**src/rtl/pdp8l_tty_sequencer.sv**
```systemverilog
// Hardware servicing of the PDP-8/L teletype register port: keyboard FIFO feeds
// register 1, register 2 printer output drains into a FIFO, both paced per character.
module pdp8l_tty_sequencer #(
  parameter int          KBLOG2    = 4,
  parameter int          PRLOG2    = 4,
  parameter logic [23:0] CHARTICKS = 24'd10000000
) (
  input  logic              CLOCK,
  input  logic              RESET,
  input  logic              enable,
  input  logic              kbin_valid,
  input  logic [7:0]        kbin_data,
  output logic              kbin_ready,
  output logic              prout_valid,
  output logic [7:0]        prout_data,
  input  logic              prout_ready,
  output logic [KBLOG2:0]   kb_count,
  output logic [PRLOG2:0]   pr_count,
  output logic              tty_armwrite,
  output logic [1:0]        tty_armwaddr,
  output logic [1:0]        tty_armraddr,
  output logic [31:0]       tty_armwdata,
  input  logic [31:0]       tty_armrdata
);

  localparam int KBDEPTH = 1 << KBLOG2;
  localparam int PRDEPTH = 1 << PRLOG2;
  localparam int KBW     = KBLOG2 + 1;
  localparam int PRW     = PRLOG2 + 1;

  typedef enum logic [1:0] {RDKB = 2'd0, EVKB = 2'd1, RDPR = 2'd2, EVPR = 2'd3} state_t;

  state_t        r_state;
  state_t        w_state_nxt;
  logic [7:0]    r_kbmem [0:KBDEPTH-1];
  logic [7:0]    r_prmem [0:PRDEPTH-1];
  logic [KBW-1:0] r_kbwptr, r_kbrptr;
  logic [PRW-1:0] r_prwptr, r_prrptr;
  logic [23:0]   r_kbtmr, r_prtmr;
  logic [31:0]   r_rdata;
  logic          r_armwrite;
  logic [1:0]    r_armwaddr, r_armraddr;
  logic [31:0]   r_armwdata;

  logic          w_kbpush, w_kbpop, w_kbempty;
  logic          w_prpush, w_prpop, w_prfull;
  logic          w_kbload, w_prload;
  logic [7:0]    w_kbhead;
  logic          w_write_nxt;
  logic [1:0]    w_waddr_nxt, w_raddr_nxt;
  logic [31:0]   w_wdata_nxt;

  // Occupancy is the pointer difference; the extra MSB distinguishes full from empty.
  assign kb_count    = r_kbwptr - r_kbrptr;
  assign pr_count    = r_prwptr - r_prrptr;
  assign w_kbempty   = (kb_count == '0);
  assign kbin_ready  = ~kb_count[KBLOG2];
  assign w_prfull    = pr_count[PRLOG2];
  assign prout_valid = (pr_count != '0);
  assign w_kbhead    = r_kbmem[r_kbrptr[KBLOG2-1:0]];
  assign prout_data  = r_prmem[r_prrptr[PRLOG2-1:0]];
  assign w_kbpush    = kbin_valid & kbin_ready;
  assign w_prpop     = prout_valid & prout_ready;

  assign tty_armwrite = r_armwrite;
  assign tty_armwaddr = r_armwaddr;
  assign tty_armraddr = r_armraddr;
  assign tty_armwdata = r_armwdata;

  // FIFO storage arrays (no reset needed, pointers define validity)
  always_ff @(posedge CLOCK) begin
    if (w_kbpush) r_kbmem[r_kbwptr[KBLOG2-1:0]] <= kbin_data;
    if (w_prpush) r_prmem[r_prwptr[PRLOG2-1:0]] <= r_rdata[7:0];
  end

  // FIFO pointers
  always_ff @(posedge CLOCK or posedge RESET) begin
    if (RESET) begin
      r_kbwptr <= '0;
      r_kbrptr <= '0;
      r_prwptr <= '0;
      r_prrptr <= '0;
    end else begin
      if (w_kbpush) r_kbwptr <= r_kbwptr + KBW'(1);
      if (w_kbpop)  r_kbrptr <= r_kbrptr + KBW'(1);
      if (w_prpush) r_prwptr <= r_prwptr + PRW'(1);
      if (w_prpop)  r_prrptr <= r_prrptr + PRW'(1);
    end
  end

  // Pacing timers: reload on each delivered/completed character, count down to zero
  always_ff @(posedge CLOCK or posedge RESET) begin
    if (RESET) begin
      r_kbtmr <= 24'd0;
      r_prtmr <= 24'd0;
    end else begin
      if (w_kbload)            r_kbtmr <= CHARTICKS;
      else if (r_kbtmr != 24'd0) r_kbtmr <= r_kbtmr - 24'd1;
      else                     r_kbtmr <= r_kbtmr;
      if (w_prload)            r_prtmr <= CHARTICKS;
      else if (r_prtmr != 24'd0) r_prtmr <= r_prtmr - 24'd1;
      else                     r_prtmr <= r_prtmr;
    end
  end

  // State, read-data capture and registered register-port outputs
  always_ff @(posedge CLOCK or posedge RESET) begin
    if (RESET) begin
      r_state    <= RDKB;
      r_rdata    <= 32'd0;
      r_armwrite <= 1'b0;
      r_armwaddr <= 2'd0;
      r_armraddr <= 2'd1;
      r_armwdata <= 32'd0;
    end else begin
      r_state    <= w_state_nxt;
      r_rdata    <= tty_armrdata;
      r_armwrite <= w_write_nxt;
      r_armwaddr <= w_waddr_nxt;
      r_armraddr <= w_raddr_nxt;
      r_armwdata <= w_wdata_nxt;
    end
  end

  // Round-robin sequencing; EV states act on the register value captured during RD
  always_comb begin
    w_state_nxt = r_state;
    w_write_nxt = 1'b0;
    w_waddr_nxt = r_armwaddr;
    w_wdata_nxt = r_armwdata;
    w_raddr_nxt = r_armraddr;
    w_kbpop     = 1'b0;
    w_prpush    = 1'b0;
    w_kbload    = 1'b0;
    w_prload    = 1'b0;
    case (r_state)
      RDKB: begin
        w_state_nxt = EVKB;
        w_raddr_nxt = 2'd1;
      end
      EVKB: begin
        w_state_nxt = RDPR;
        w_raddr_nxt = 2'd2;
        // kbflag clear means the CPU cannot race this write
        if (!r_rdata[31] && !w_kbempty && (r_kbtmr == 24'd0)) begin
          w_write_nxt = 1'b1;
          w_waddr_nxt = 2'd1;
          w_wdata_nxt = {1'b1, enable, 22'd0, w_kbhead};
          w_kbpop     = 1'b1;
          w_kbload    = 1'b1;
        end else if (!r_rdata[31] && (r_rdata[30] != enable)) begin
          w_write_nxt = 1'b1;
          w_waddr_nxt = 2'd1;
          w_wdata_nxt = {1'b0, enable, 30'd0};
        end else begin
          w_write_nxt = 1'b0;
        end
      end
      RDPR: begin
        w_state_nxt = EVPR;
        w_raddr_nxt = 2'd2;
      end
      EVPR: begin
        w_state_nxt = RDKB;
        w_raddr_nxt = 2'd1;
        // A full printer FIFO leaves prfull set, stalling the PDP-8/L printer
        if (r_rdata[30] && !w_prfull && (r_prtmr == 24'd0)) begin
          w_write_nxt = 1'b1;
          w_waddr_nxt = 2'd2;
          w_wdata_nxt = 32'h8000_0000;
          w_prpush    = 1'b1;
          w_prload    = 1'b1;
        end else begin
          w_write_nxt = 1'b0;
        end
      end
      default: begin
        w_state_nxt = RDKB;
        w_raddr_nxt = 2'd1;
      end
    endcase
  end

endmodule

```
**config.mk**
```make
export PLATFORM = sky130hd
export DESIGN_NAME = pdp8l_tty_sequencer
export DESIGN_NICKNAME = d
export VERILOG_FILES = /design/src/rtl/pdp8l_tty_sequencer.sv
export SDC_FILE = /design/constraint.sdc
export NUM_CORES = 1
export LEC_CHECK = 0
export ABC_CLOCK_PERIOD_IN_PS = 3300
export CORE_UTILIZATION = 45
export CTS_CLUSTER_DIAMETER = 50
export DETAILED_ROUTE_END_ITERATION = 10
export GPL_ROUTABILITY_DRIVEN = 0
export GPL_TIMING_DRIVEN = 0
export PLACE_DENSITY_LB_ADDON = 0.15
export SLEW_MARGIN = 20
export SYNTH_ARGS = -nofsm -noshare
export SYNTH_HDL_FRONTEND = slang
export SYNTH_SLANG_ARGS = --single-unit
```
**constraint.sdc**
```tcl
create_clock -name CLOCK -period 3.3 [get_ports CLOCK]
set_input_delay 0.99 -clock CLOCK [delete_from_list [all_inputs] [get_ports CLOCK]]
set_output_delay 0.99 -clock CLOCK [all_outputs]
set_load 0.01 [all_outputs]
```
# Yosys cells after proc, flatten, opt, wreduce, memory -nomap -nowiden
# Memories as Yosys holds them, arrays and structs flattened.
# Cells that the tools add are included.
# classes
add_sub_neg	8
eq_ne	6
n_mux	25
bitwise	3
n_reduce_logical	21
# ops
operator	count
$mux 24	4
$mux 32	3
$pmux 32 s2	1
$logic_not 24->1	2
$reduce_bool 24->1	2
$sub 24x1->24 const B	2
$add 5x1->5 const B	4
$mux 1	10
$sub 5x5->5	2
$pmux 2 s2	2
$pmux 2 s4	1
$mux 2	3
$reduce_bool 2->1	3
$logic_and 1x1->1	5
$logic_not 5->1	1
$reduce_bool 5->1	1
$eq 2x2->1 const B	2
$reduce_or 2->1	2
$logic_not 1->1	3
$ne 3x3->1 const B	1
$reduce_and 3->1	1
$and 1x1->1	2
$eq 2x1->1 const B	1
$logic_not 2->1	1
4 further kinds	4
# totals
register_bits	139
ram_bits	256
out_inout_bits	57
word_cells	77
mem_count	2
# memory_table
name	words	width	read_ports	rd_ports_with_merged_regs	write_ports	line	rtl
r_kbmem	16	8	1	0	1	35	logic [7:0] r_kbmem [0:KBDEPTH-1];
r_prmem	16	8	1	0	1	36	logic [7:0] r_prmem [0:PRDEPTH-1];

# Longest topological paths before layout
# depth
word_depth	8
depth_mapped	11
mapped_depth_nobuf	10

# Worst setup path after synthesis
# Ideal clock, no wire load.
# synth_timing
kind	reg2reg
from	reg r_kbrptr[1]
to	mem r_kbmem[3][0], enable pin
setup_ns	0.383
t_arrival_ns	3.222
path_slack_ns	-0.305
stages_incl_launch_ff	12
path_buffers	3
synth_period_minus_slack_ns	3.605
cell_sequence	dfrtp_1 clkbuf_8 clkbuf_8 inv_1 fa_1 a21o_1 a21oi_1 xor2_1 and2_1 clkbuf_1 nand2_1 nor3_1
# synth_via
elab_chain_cells	5
# synth_rtl
element	line	rtl
start, declared	37	logic [KBW-1:0] r_kbwptr, r_kbrptr;
start signal, assigned	85	if (w_kbpop) r_kbrptr <= r_kbrptr + KBW'(1);
$sub 5x5->5	54	assign kb_count = r_kbwptr - r_kbrptr;
$not 1->1	57	assign kbin_ready = ~kb_count[KBLOG2];
via kbin_ready	13	output logic kbin_ready,
$and 1x1->1	62	assign w_kbpush = kbin_valid & kbin_ready;
$mux 1	72	if (w_kbpush) r_kbmem[r_kbwptr[KBLOG2-1:0]] <= kbin_data;
$mux 1 (implied by the code)	72	
end, declared	35	
# The timed path passes the listed nets, and every way through them passes these cells.

# Worst setup path in the final report
# layout_timing
from	reg r_prrptr[1]
to	out prout_valid
# layout_via
elab_chain_cells	2
# layout_rtl
element	line	rtl
start, declared	38	logic [PRW-1:0] r_prwptr, r_prrptr;
start signal, assigned	87	if (w_prpop) r_prrptr <= r_prrptr + PRW'(1);
$sub 5x5->5	55	assign pr_count = r_prwptr - r_prrptr;
$reduce_bool 5->1	59	assign prout_valid = (pr_count != '0);
end, declared	14	output logic prout_valid,
# No other way between the ends.

==> flow_summary_export.csv <==
group,metric,value,unit
cells_and_area,fin_nets,1088,
drt,drt_pass1_iterations,5,
drt,wirelength,28700,µm
logic_synthesis,avgSynthCellArea,17.4,µm²
clock_network,cts.sinks,350,
logic_synthesis,syn_inst,851,
place,hpwl,19000,µm
place,placement.cell_area,16100,µm²
setup_path,startpoint_type,"register",
global_routing,use_met2,30.0,%
global_routing,grt_max_degree,31,
sta,finClkSkew,0.0117,ns
sta,hold_viol,0,
min_path,whs_path_depth,1,
logic_synthesis,syn_area,14800,µm²
flow_run,cap_viol_max_count,0,
min_path,hold_path_class,"register to register",
logic_synthesis,yosys_warnings,0,
place,io_buffers,57,
floorplan,num_rows,65,
drt,vias_per_cell,5.13,
global_routing,grt_pass1_wl,45200,µm
logic_synthesis,synth_top_cell_area_share,52.0,%
sta,setup_violations,12,
logic_synthesis,synthTopCellsByArea,"edfxtp_1 52%, dfrtp_1 16%, mux4_2 12%, xnor2_1 2.1%, ha_1 2.1%",
setup_path,worstPathMaxFanout,3,
sta,rsz0062_at_grt,"yes",
pwr,p_leak,0.00660,µW
cells_and_area,fin_area,18200,µm²
clock_network,clk_pin_slew_worst_paths,0.06,ns
logic_synthesis,synth_seq_cells,350,
clock_network,cts_root_buf,"clkbuf_16",
status,violations,"setup timing",
sta,maxSlewViolCount,0,
floorplan,core,32000,µm²
drt,vias,7599,
clock_network,htreeDepth,2,
min_path,min-delay-start,"r_prtmr[18]",
setup_path,r2r_start,"r_prrptr[0]",
global_routing,use_met3,2.92,%
setup_path,r2r_setup_slack,0.13,ns
drt,drt_iter0_drc,436,
logic_synthesis,synth_seq_area_share,68.0,%
global_routing,busiest_layer,"met2",
clock_network,cts_tree,"built",
floorplan,io_pins,102,
floorplan,die_x,183,µm
global_routing,grt-ovfl-total,0,
logic_synthesis,ys_async_sr_fraction,26.9,%
sta,fmax,280,MHz
pwr,ir_drop,0.461,mV
drt,ant_nets,0,
sta,period_needed,3.57,ns
clock_network,clock_path_buffers,3,
clock_network,clkLatencyLatePin,0.52,ns
cells_and_area,antenna_cells,0,
setup_path,cp_data_arrival_time,2.58,ns
sta,slew_headroom,39.4,%
logic_synthesis,synth_edf_count,256,
sta,setup_slack,-0.268,ns
sta,tns,-1.38,ns
cells_and_area,fillers,2479,
global_routing,grt_pass1_vias,7837,
status,status,"finished with violations",
setup_path,endpoint_kind,"output port",
min_path,hold_path_end,"r_prtmr[18]",
setup_path,critPathRequiredTime,2.31,ns
logic_synthesis,yosysUniqueCellTypes,66,
global_routing,grt_usage,17.7,%
global_routing,grtUsageMet1,24.1,%
drt,drc,0,
logic_synthesis,yosysTopAreaCell,"edfxtp_1",
logic_synthesis,yosysMostFrequentCell,"edfxtp_1",
cells_and_area,area.growth.synth_to_final,23.3,%
floorplan,start_util,46.2,%
clock_network,cts_made_buffers,42,
setup_path,critical_path_class,"register to output port",
drt,detail_route.wl_per_cell,19.4,µm
global_routing,antenna_found_initial,0,
sta,fin_crit_sh,108,%
floorplan,die_h,183,µm
pwr,power_per_cell_area,743,nW/µm²
floorplan,die-area,33600,µm²
setup_path,rr_worst_depth,13,
sta,worstMarginPinSlew,0.901,ns
setup_path,r2r-end,"r_prmem[5][3]",
cells_and_area,drive_above_1_share,31.5,%
logic_synthesis,ys.flop_type,"edfxtp_1",
logic_synthesis,ys_top_cells_by_count,"256 x edfxtp_1, 93 x dfrtp_1, 80 x mux4_2",
what timing repair did:
| action | CTS | global route |
|---|---|---|
| hold endpoints to repair | 0 | 0 |
| hold buffers | 0 | 0 |
| gates resized for setup | 163 | 31 |
| endpoints found under the setup margin | 288 | 221 |
| cloned | 2 | 1 |
| buffers inserted | 31 | 11 |
| pin swaps | 10 | 8 |
cell usage in the layout (no fill, tap or decap), drive strengths merged, types with 7 or more instances in the layout:
cell / instances
nand3: 9
and2: 12
o21ai: 11
nand2: 40
nand4: 11
mux4: 80
nor2b: 14
ha: 25
xnor2: 36
nand2b: 7
nor3b: 8
edfxtp: 256
clkinv: 9
clkbuf: 68
inv: 31
xor2: 28
a21oi: 7
nor4: 13
nor3: 23
dfrtp: 93
conb: 22
buf: 96
mux2: 11
nor2: 33
clkdlybuf4s50: 40
kinds of logic (layout without fill, tap and decap cells):
logic type | count (synthesis) | in the layout | synth area share (%)
multiplexers | 94 | 94 | 13.4
AO/OA/AOI/OAI | 36 | 36 | 1.81
buffers and inverters | 81 | 255 | 3.05
XOR/XNOR | 64 | 64 | 3.80
other | 1 | 22 | 0.0254
flip-flops | 350 | 350 | 68.0
AND/OR/NAND/NOR | 198 | 198 | 7.53
adder cells (fa/ha/maj) | 27 | 27 | 2.39
worst max-delay path, stage by stage, from the launching register on:
cell,delay [ns]
dfrtp_1,0.38
clkbuf_8,0.15
buf_8,0.12
inv_4,0.04
ha_4,0.18
nor2b_1,0.12
o21a_1,0.18
or3_4,0.35
a2111oi_4,0.33
nand2_1,0.07
buf_2,0.15
report_power, final:
group          leakage (µW)  internal (µW)  switching [µW]
logic               0.00250           2030            1770
clock network      0.000632           2590            1750
registers           0.00348           5110             285
sequential cells by signal, indices dropped and copies added (netlist names):
name,count
tty_armwaddr,2
r_prwptr,5
tty_armwdata,10
r_rdata,10
r_kbtmr,24
r_state,1
r_prrptr,5
r_prtmr,24
r_prmem,128
r_kbrptr,5
tty_armraddr,2
tty_armwrite,1
r_kbwptr,5
r_kbmem,128
stage by stage:
step	total power [µW]	instances	worst slack (ns)	hold slack, ns	utilization [%]
finish	13500	1481	-0.268	0.462	57.0
global route	14200	1481	-0.377	0.493	57.0
CTS	13500	1472	-0.293	0.470	56.3
detailed placement	8480	1368	-1.13	0.459	50.4
global placement	8440	1364	-1.33	0.463	50.1
floorplan	7380	872	-0.0636	0.437	-
worst max-delay path by stage:
stage | slack [ns] | end | startpoint
2_1_floorplan | -0.06 | r_prmem[5][0] | r_prrptr[2]
3_3_place_gp | -1.33 | r_prmem[5][6] | r_prrptr[3]
3_5_place_dp | -1.13 | prout_data[0] | r_prrptr[0]
4_1_cts | -0.29 | prout_valid | r_prrptr[1]
5_1_grt | -0.38 | prout_valid | r_prrptr[1]
6_report | -0.27 | prout_valid | r_prrptr[1]
layer usage:
layer,up-vias,routed length (µm)
met1,3859,12800
met3,47,1080
met2,135,14300
met5,-,0
met4,0,470
li1,3558,-
area by class of cell:
type	instances	area (µm²)	area share, %
timing repair buffer	104	1090	6.01
clock buffer	56	1130	6.23
inverter	29	119	0.652
tap	435	544	2.99
buffer	48	434	2.38
sequential	350	10000	55.1
clock inverter	18	173	0.948
multi-input combinational	441	4670	25.7
(Power assumes the default switching activity.)
